--- src/rtl/seven_segment_scan.sv ---
// Multiplexed common-anode seven-segment driver: double-buffered BCD frame,
// programmable slot rate, anti-ghosting guard and optional leading-zero blanking.

module seven_segment_digit #(
  parameter bit LZ_EN = 1'b1
) (
  input  logic [3:0] bcd,
  input  logic       dp_req,
  input  logic       upper_zero,
  output logic [6:0] seg,
  output logic       dp_n
);
  logic [6:0] seg_dec;
  logic       blanked;

  always_comb begin
    seg_dec = 7'b1111111;
    case (bcd)
      4'd0: seg_dec = 7'b0000001;
      4'd1: seg_dec = 7'b1001111;
      4'd2: seg_dec = 7'b0010010;
      4'd3: seg_dec = 7'b0000110;
      4'd4: seg_dec = 7'b1001100;
      4'd5: seg_dec = 7'b0100100;
      4'd6: seg_dec = 7'b0100000;
      4'd7: seg_dec = 7'b0001111;
      4'd8: seg_dec = 7'b0000000;
      4'd9: seg_dec = 7'b0000100;
      default: seg_dec = 7'b1111111;
    endcase
  end

  // a leading zero hides its decimal point too
  assign blanked = LZ_EN && upper_zero && (bcd == 4'd0);
  assign seg     = blanked ? 7'b1111111 : seg_dec;
  assign dp_n    = blanked ? 1'b1 : ~dp_req;
endmodule

module seven_segment_scan #(
  parameter int NUM_DIGITS  = 4,
  parameter int REFRESH_DIV = 100000,
  parameter int GUARD       = 2,
  parameter int LZ_BLANK    = 1
) (
  input  logic                    clk,
  input  logic                    rst,
  input  logic                    load,
  input  logic [4*NUM_DIGITS-1:0] digits_in,
  input  logic [NUM_DIGITS-1:0]   dp_in,
  input  logic                    blank_en,
  output logic [6:0]              led_out,
  output logic                    dp_out,
  output logic [NUM_DIGITS-1:0]   an_out,
  output logic                    frame_start
);
  localparam int PW = (REFRESH_DIV > 1) ? $clog2(REFRESH_DIV) : 1;
  localparam int IW = $clog2(NUM_DIGITS);

  logic [PW-1:0] presc;
  logic [IW-1:0] idx;
  logic          tick, last, xfer, in_guard;

  logic [NUM_DIGITS-1:0][3:0] shadow, active;
  logic [NUM_DIGITS-1:0]      dp_shadow, dp_active;

  logic [NUM_DIGITS-1:0][6:0] seg_all;
  logic [NUM_DIGITS-1:0]      dp_all;
  logic [NUM_DIGITS:1]        zchain;

  logic [6:0]            led_nxt;
  logic                  dp_nxt;
  logic [NUM_DIGITS-1:0] an_nxt;

  assign tick = (presc == PW'(REFRESH_DIV - 1));
  assign last = (idx == IW'(NUM_DIGITS - 1));
  assign xfer = tick && last;

  generate
    if (GUARD == 0) begin : g_noguard
      assign in_guard = 1'b0;
    end else begin : g_guard
      assign in_guard = (presc < PW'(GUARD));
    end
  endgenerate

  always_ff @(posedge clk or negedge rst) begin
    if (!rst) begin
      presc <= '0;
      idx   <= '0;
    end else begin
      presc <= tick ? '0 : presc + 1'b1;
      if (tick) idx <= last ? '0 : idx + 1'b1;
    end
  end

  // a load on the transfer edge bypasses the shadow so it is not lost a frame
  always_ff @(posedge clk or negedge rst) begin
    if (!rst) begin
      shadow    <= '0;
      dp_shadow <= '0;
      active    <= '0;
      dp_active <= '0;
    end else begin
      if (load) begin
        shadow    <= digits_in;
        dp_shadow <= dp_in;
      end
      if (xfer) begin
        active    <= load ? digits_in : shadow;
        dp_active <= load ? dp_in : dp_shadow;
      end
    end
  end

  // zchain[k]: digit k and every digit above it are zero
  assign zchain[NUM_DIGITS] = 1'b1;

  generate
    for (genvar k = 0; k < NUM_DIGITS; k++) begin : g_dig
      if (k > 0) begin : g_z
        assign zchain[k] = zchain[k+1] && (active[k] == 4'd0);
      end
      seven_segment_digit #(
        .LZ_EN((LZ_BLANK != 0) && (k != 0))
      ) u_dig (
        .bcd       (active[k]),
        .dp_req    (dp_active[k]),
        .upper_zero(zchain[k+1]),
        .seg       (seg_all[k]),
        .dp_n      (dp_all[k])
      );
    end
  endgenerate

  always_comb begin
    led_nxt = 7'b1111111;
    dp_nxt  = 1'b1;
    an_nxt  = '1;
    if (!blank_en && !in_guard) begin
      an_nxt  = ~(NUM_DIGITS'(1) << idx);
      led_nxt = seg_all[idx];
      dp_nxt  = dp_all[idx];
    end
  end

  always_ff @(posedge clk or negedge rst) begin
    if (!rst) begin
      led_out     <= 7'b1111111;
      dp_out      <= 1'b1;
      an_out      <= '1;
      frame_start <= 1'b0;
    end else begin
      led_out     <= led_nxt;
      dp_out      <= dp_nxt;
      an_out      <= an_nxt;
      frame_start <= xfer;
    end
  end
endmodule

--- config.mk ---
export PLATFORM = sky130hd
export DESIGN_NAME = seven_segment_scan
export DESIGN_NICKNAME = d
export VERILOG_FILES = /design/src/rtl/seven_segment_scan.sv
export SDC_FILE = /design/constraint.sdc
export NUM_CORES = 1
export LEC_CHECK = 0
export CAP_MARGIN = 20
export CORE_ASPECT_RATIO = 1.4
export CORE_MARGIN = 5
export CORE_UTILIZATION = 45
export CTS_BUF_LIST = sky130_fd_sc_hd__clkbuf_8
export CTS_CLUSTER_DIAMETER = 50
export DETAILED_ROUTE_END_ITERATION = 6
export PLACE_DENSITY = 0.66
export SKIP_LAST_GASP = 1
export SYNTH_ARGS = -nofsm -noshare
export SYNTH_HDL_FRONTEND = slang
export SYNTH_SLANG_ARGS = --single-unit
--- constraint.sdc ---
create_clock -name clk -period 1.8 [get_ports clk]
set_input_delay 0.36 -clock clk [delete_from_list [all_inputs] [get_ports clk]]
set_output_delay 0.36 -clock clk [all_outputs]
set_load 0.01 [all_outputs]
==> impl_metrics.ini <==
[cts]
path_clk_slew_ns = 0.08
htree_levels = 3
cts_buffer_depth = 2
cts_tree = yes
clock_latency_ns = 0.35
numCtsBuffers = 9
clock-sinks = 72
clockRootBuffer = clkbuf_8

[critical_path]
cp_data_required_time_ns = 2.03
path_buf_inv = 1
crit_fanout = 21
end_kind = flop
max_stage_delay_ns = 0.38
crit_slowest_cell = dfrtp_1
path_delay_family = simple AND/OR/NAND/NOR gates
arrival_ns = 2.05
crit_path_start_kind = flop
cp_cell_sequence = nor4_1, nand2_1, nor4_4, buf_12, mux2_2
critPathKind = reg -> reg

[die]
coreArea_um2 = 8250
std_cell_rows = 39
chipHeight_um = 119
die_x_um = 88.0
start_util_pct = 46.5
design.die.area_um2 = 10500
io_pins = 37

[route]
drt_iter0_markers = 92
wl_mm = 7.90
firstDrtPassIters = 4
ant_nets = 0
num_vias = 2869
routed_via_density = 5.35
route.detailed.drc = 0
post_drt_wl_per_cell_um = 14.7

[power_and_ir_drop]
swShare_pct = 20.3
p_total_mw = 3.29
power_density_nw_per_um2 = 676
power_frac_clock_pct = 42.9
p_int_mw = 2.63
p_seq_share_pct = 51.3
vdd_ir_drop_max_v = 0.000501
p_sw_mw = 0.669
leakagePower_nw = 2.22
power_frac_comb_pct = 5.8

[synthesis]
syn_avg_cell_area_um2 = 10.8
synth_cells = 355
ys_warn_count = 0
netlist_top_cells_area = dfrtp_1 39%, mux2_2 12%, dfstp_2 8.2%
synth.top_cell.area_share_pct = 39.2
synthFlopType = dfrtp_1
synth.cell_area_um2 = 3830
ys_ff_latch = 72
synthDistinctLibCells = 43
syn-num-nets = 404
synth_seq_area_share_pct = 47.4
async_flop_share_pct = 100
synth-edff-count = 0
yosys.area.top_type = dfrtp_1

[cells_and_area]
final_nets = 479
multi_input_area_um2 = 1900
utilization_pct = 59.1
final_cell_mix = 60 x dfrtp_1, 40 x mux2_2, 40 x buf_4, 24 x nor2_1, 24 x clkdlybuf4s50_1
drive_gt1_share_pct = 28.1
mostFrequentLayoutCell = dfrtp_1
seqCellArea_um2 = 1820
fill_cells = 682
antenna_cells = 0
area.growth.synth_to_final_pct = 27.3
stdcell_area_um2 = 4880

[placement]
place_area_um2 = 4600
io_buffers = 36
gp_congestion = 0.838
place_ws_ns = -0.0221
dp_hpwl_mm = 5.99

[timing]
fin_setup_tns_ns = -0.205
fmax_mhz = 549
finClkSkew_ns = 0.0117
period_share_pct = 101
final_hold_viol_count = 0
worst_slack_ns = -0.0204
post-route-min-period_ns = 1.82
slew_viol_final = 0
report.final.setup_viol = 17
rsz0062_at_grt = yes
tightest_slew_ns = 0.397
max-slew-margin-rel_pct = 73.2

[grt]
grt_first_pass_wirelength_mm = 13.5
grt-ovfl-total = 0
antenna_found_initial = 0
grt_max_degree = 73
grt_usage_pct = 16.5
grt_pass1_vias = 2903

[status]
violations = negative setup slack
status = finished with violations

[flow_run]
cap_viol_max_count = 0

[worst_hold_path]
hold_path.class = in -> async
[sequential cells by signal, indices dropped and copies added (netlist names)]
| name | flops |
|---|---|
| led_out | 7 |
| dp_active | 4 |
| active | 16 |
| dp_out | 1 |
| presc | 17 |
| shadow | 16 |
| dp_shadow | 4 |
| frame_start | 1 |
| an_out | 4 |
| idx | 2 |
[power groups by stage]
stage | Combinational (mW) | Clock (mW) | Sequential [mW]
2_1_floorplan | 0.0683 | 0 | 1.72
3_3_place_gp | 0.193 | 0 | 1.72
3_5_place_dp | 0.195 | 0 | 1.72
4_1_cts | 0.195 | 1.46 | 1.69
5_1_grt | 0.211 | 1.53 | 1.70
6_report | 0.190 | 1.41 | 1.69
[synth_stat cells (2+ instances only)]
cell      number
mux2i_1        3
o21ai_0       18
nand3_1       14
dfrtp_1       60
o31ai_1        2
xnor2_1        9
inv_1         16
and2_1         2
a21oi_1       17
nor2b_1        8
a221o_1        2
nand2b_1       6
nand2_1       22
nor3_1         9
nand4_1        4
mux2_2        40
clkbuf_1      13
xor2_1         7
and3_1         3
dfstp_2       12
o22ai_1        2
ha_1          25
nor2_1        24
and4_1         2
nor4_1         2
o221ai_1       2
buf_6          2
o211ai_1      11
a211oi_1       4
[area by class of cell]
type,instances,area share [%]
Timing Repair Buffer,80,15.3
Sequential cell,72,37.3
Clock buffer,11,3.10
Clock inverter,4,1.41
Tap cell,102,2.62
Inverter,16,1.23
Multi-Input combinational cell,251,39.1
[cell families after synthesis]
group | Yosys count | synth area share [%]
xor gates and xnor gates | 16 | 3.66
buffers and inverters | 32 | 3.56
adders and majority gates | 25 | 8.16
AOI/OAI and AO/OA | 65 | 10.7
and+or+nand+nor | 102 | 14.0
muxes | 43 | 12.5
DFF | 72 | 47.4
[what timing repair did]
| action | in CTS | in global routing |
|---|---|---|
| hold buffers | 0 | 0 |
| endpoints found under the setup margin | 22 | 35 |
| pin swaps | 0 | 1 |
| buffers inserted | 0 | 2 |
| resized for setup | 2 | 16 |
| hold endpoints to repair | 0 | 0 |
[metrics by stage]
stage                     std cells  hold WS [ns]
after floorplan                 355        0.0644
after global placement          519         0.416
after detailed placement        519         0.416
after CTS                       534        0.0269
after global routing            536        0.0281
final                           536        0.0122
[path summary, 6_finish.rpt]
path / startpoint / to / slack, ns / cells after the start
max in group asynchronous: rst / dp_out$_DFF_PN1_ / 1.44 / 2
min in group clk: shadow[2]$_DFF_PN0_ / shadow[2]$_DFF_PN0_ / 0.50 / 1
min: rst / presc[2]$_DFF_PN0_ / 0.01 / 2
max reg2reg: presc[6]$_DFF_PN0_ / active[4]$_DFFE_PN0P_ / -0.02 / 5
min reg2reg: shadow[2]$_DFF_PN0_ / shadow[2]$_DFF_PN0_ / 0.50 / 1
max: presc[6]$_DFF_PN0_ / active[4]$_DFFE_PN0P_ / -0.02 / 5
[per-layer routing]
layer | vias to the layer above | wire [um] | GRT usage, % | part of all wire, %
li1 | 1399 | - | - | -
met5 | - | 0 | 0 | 0
met1 | 1388 | 3170 | 19.1 | 40
met2 | 65 | 4210 | 28.3 | 53
met3 | 17 | 327 | 4.56 | 4.1
met4 | 0 | 191 | 6.62 | 2.4
[worst register-to-register path, delay by kind of cell, from the launching register on]
family | cells | cell delay (ns)
mux | 1 | 0.36
flops | 1 | 0.38
simple gates | 3 | 0.76
buf+inv | 1 | 0.21
(Power assumes the default switching activity.)
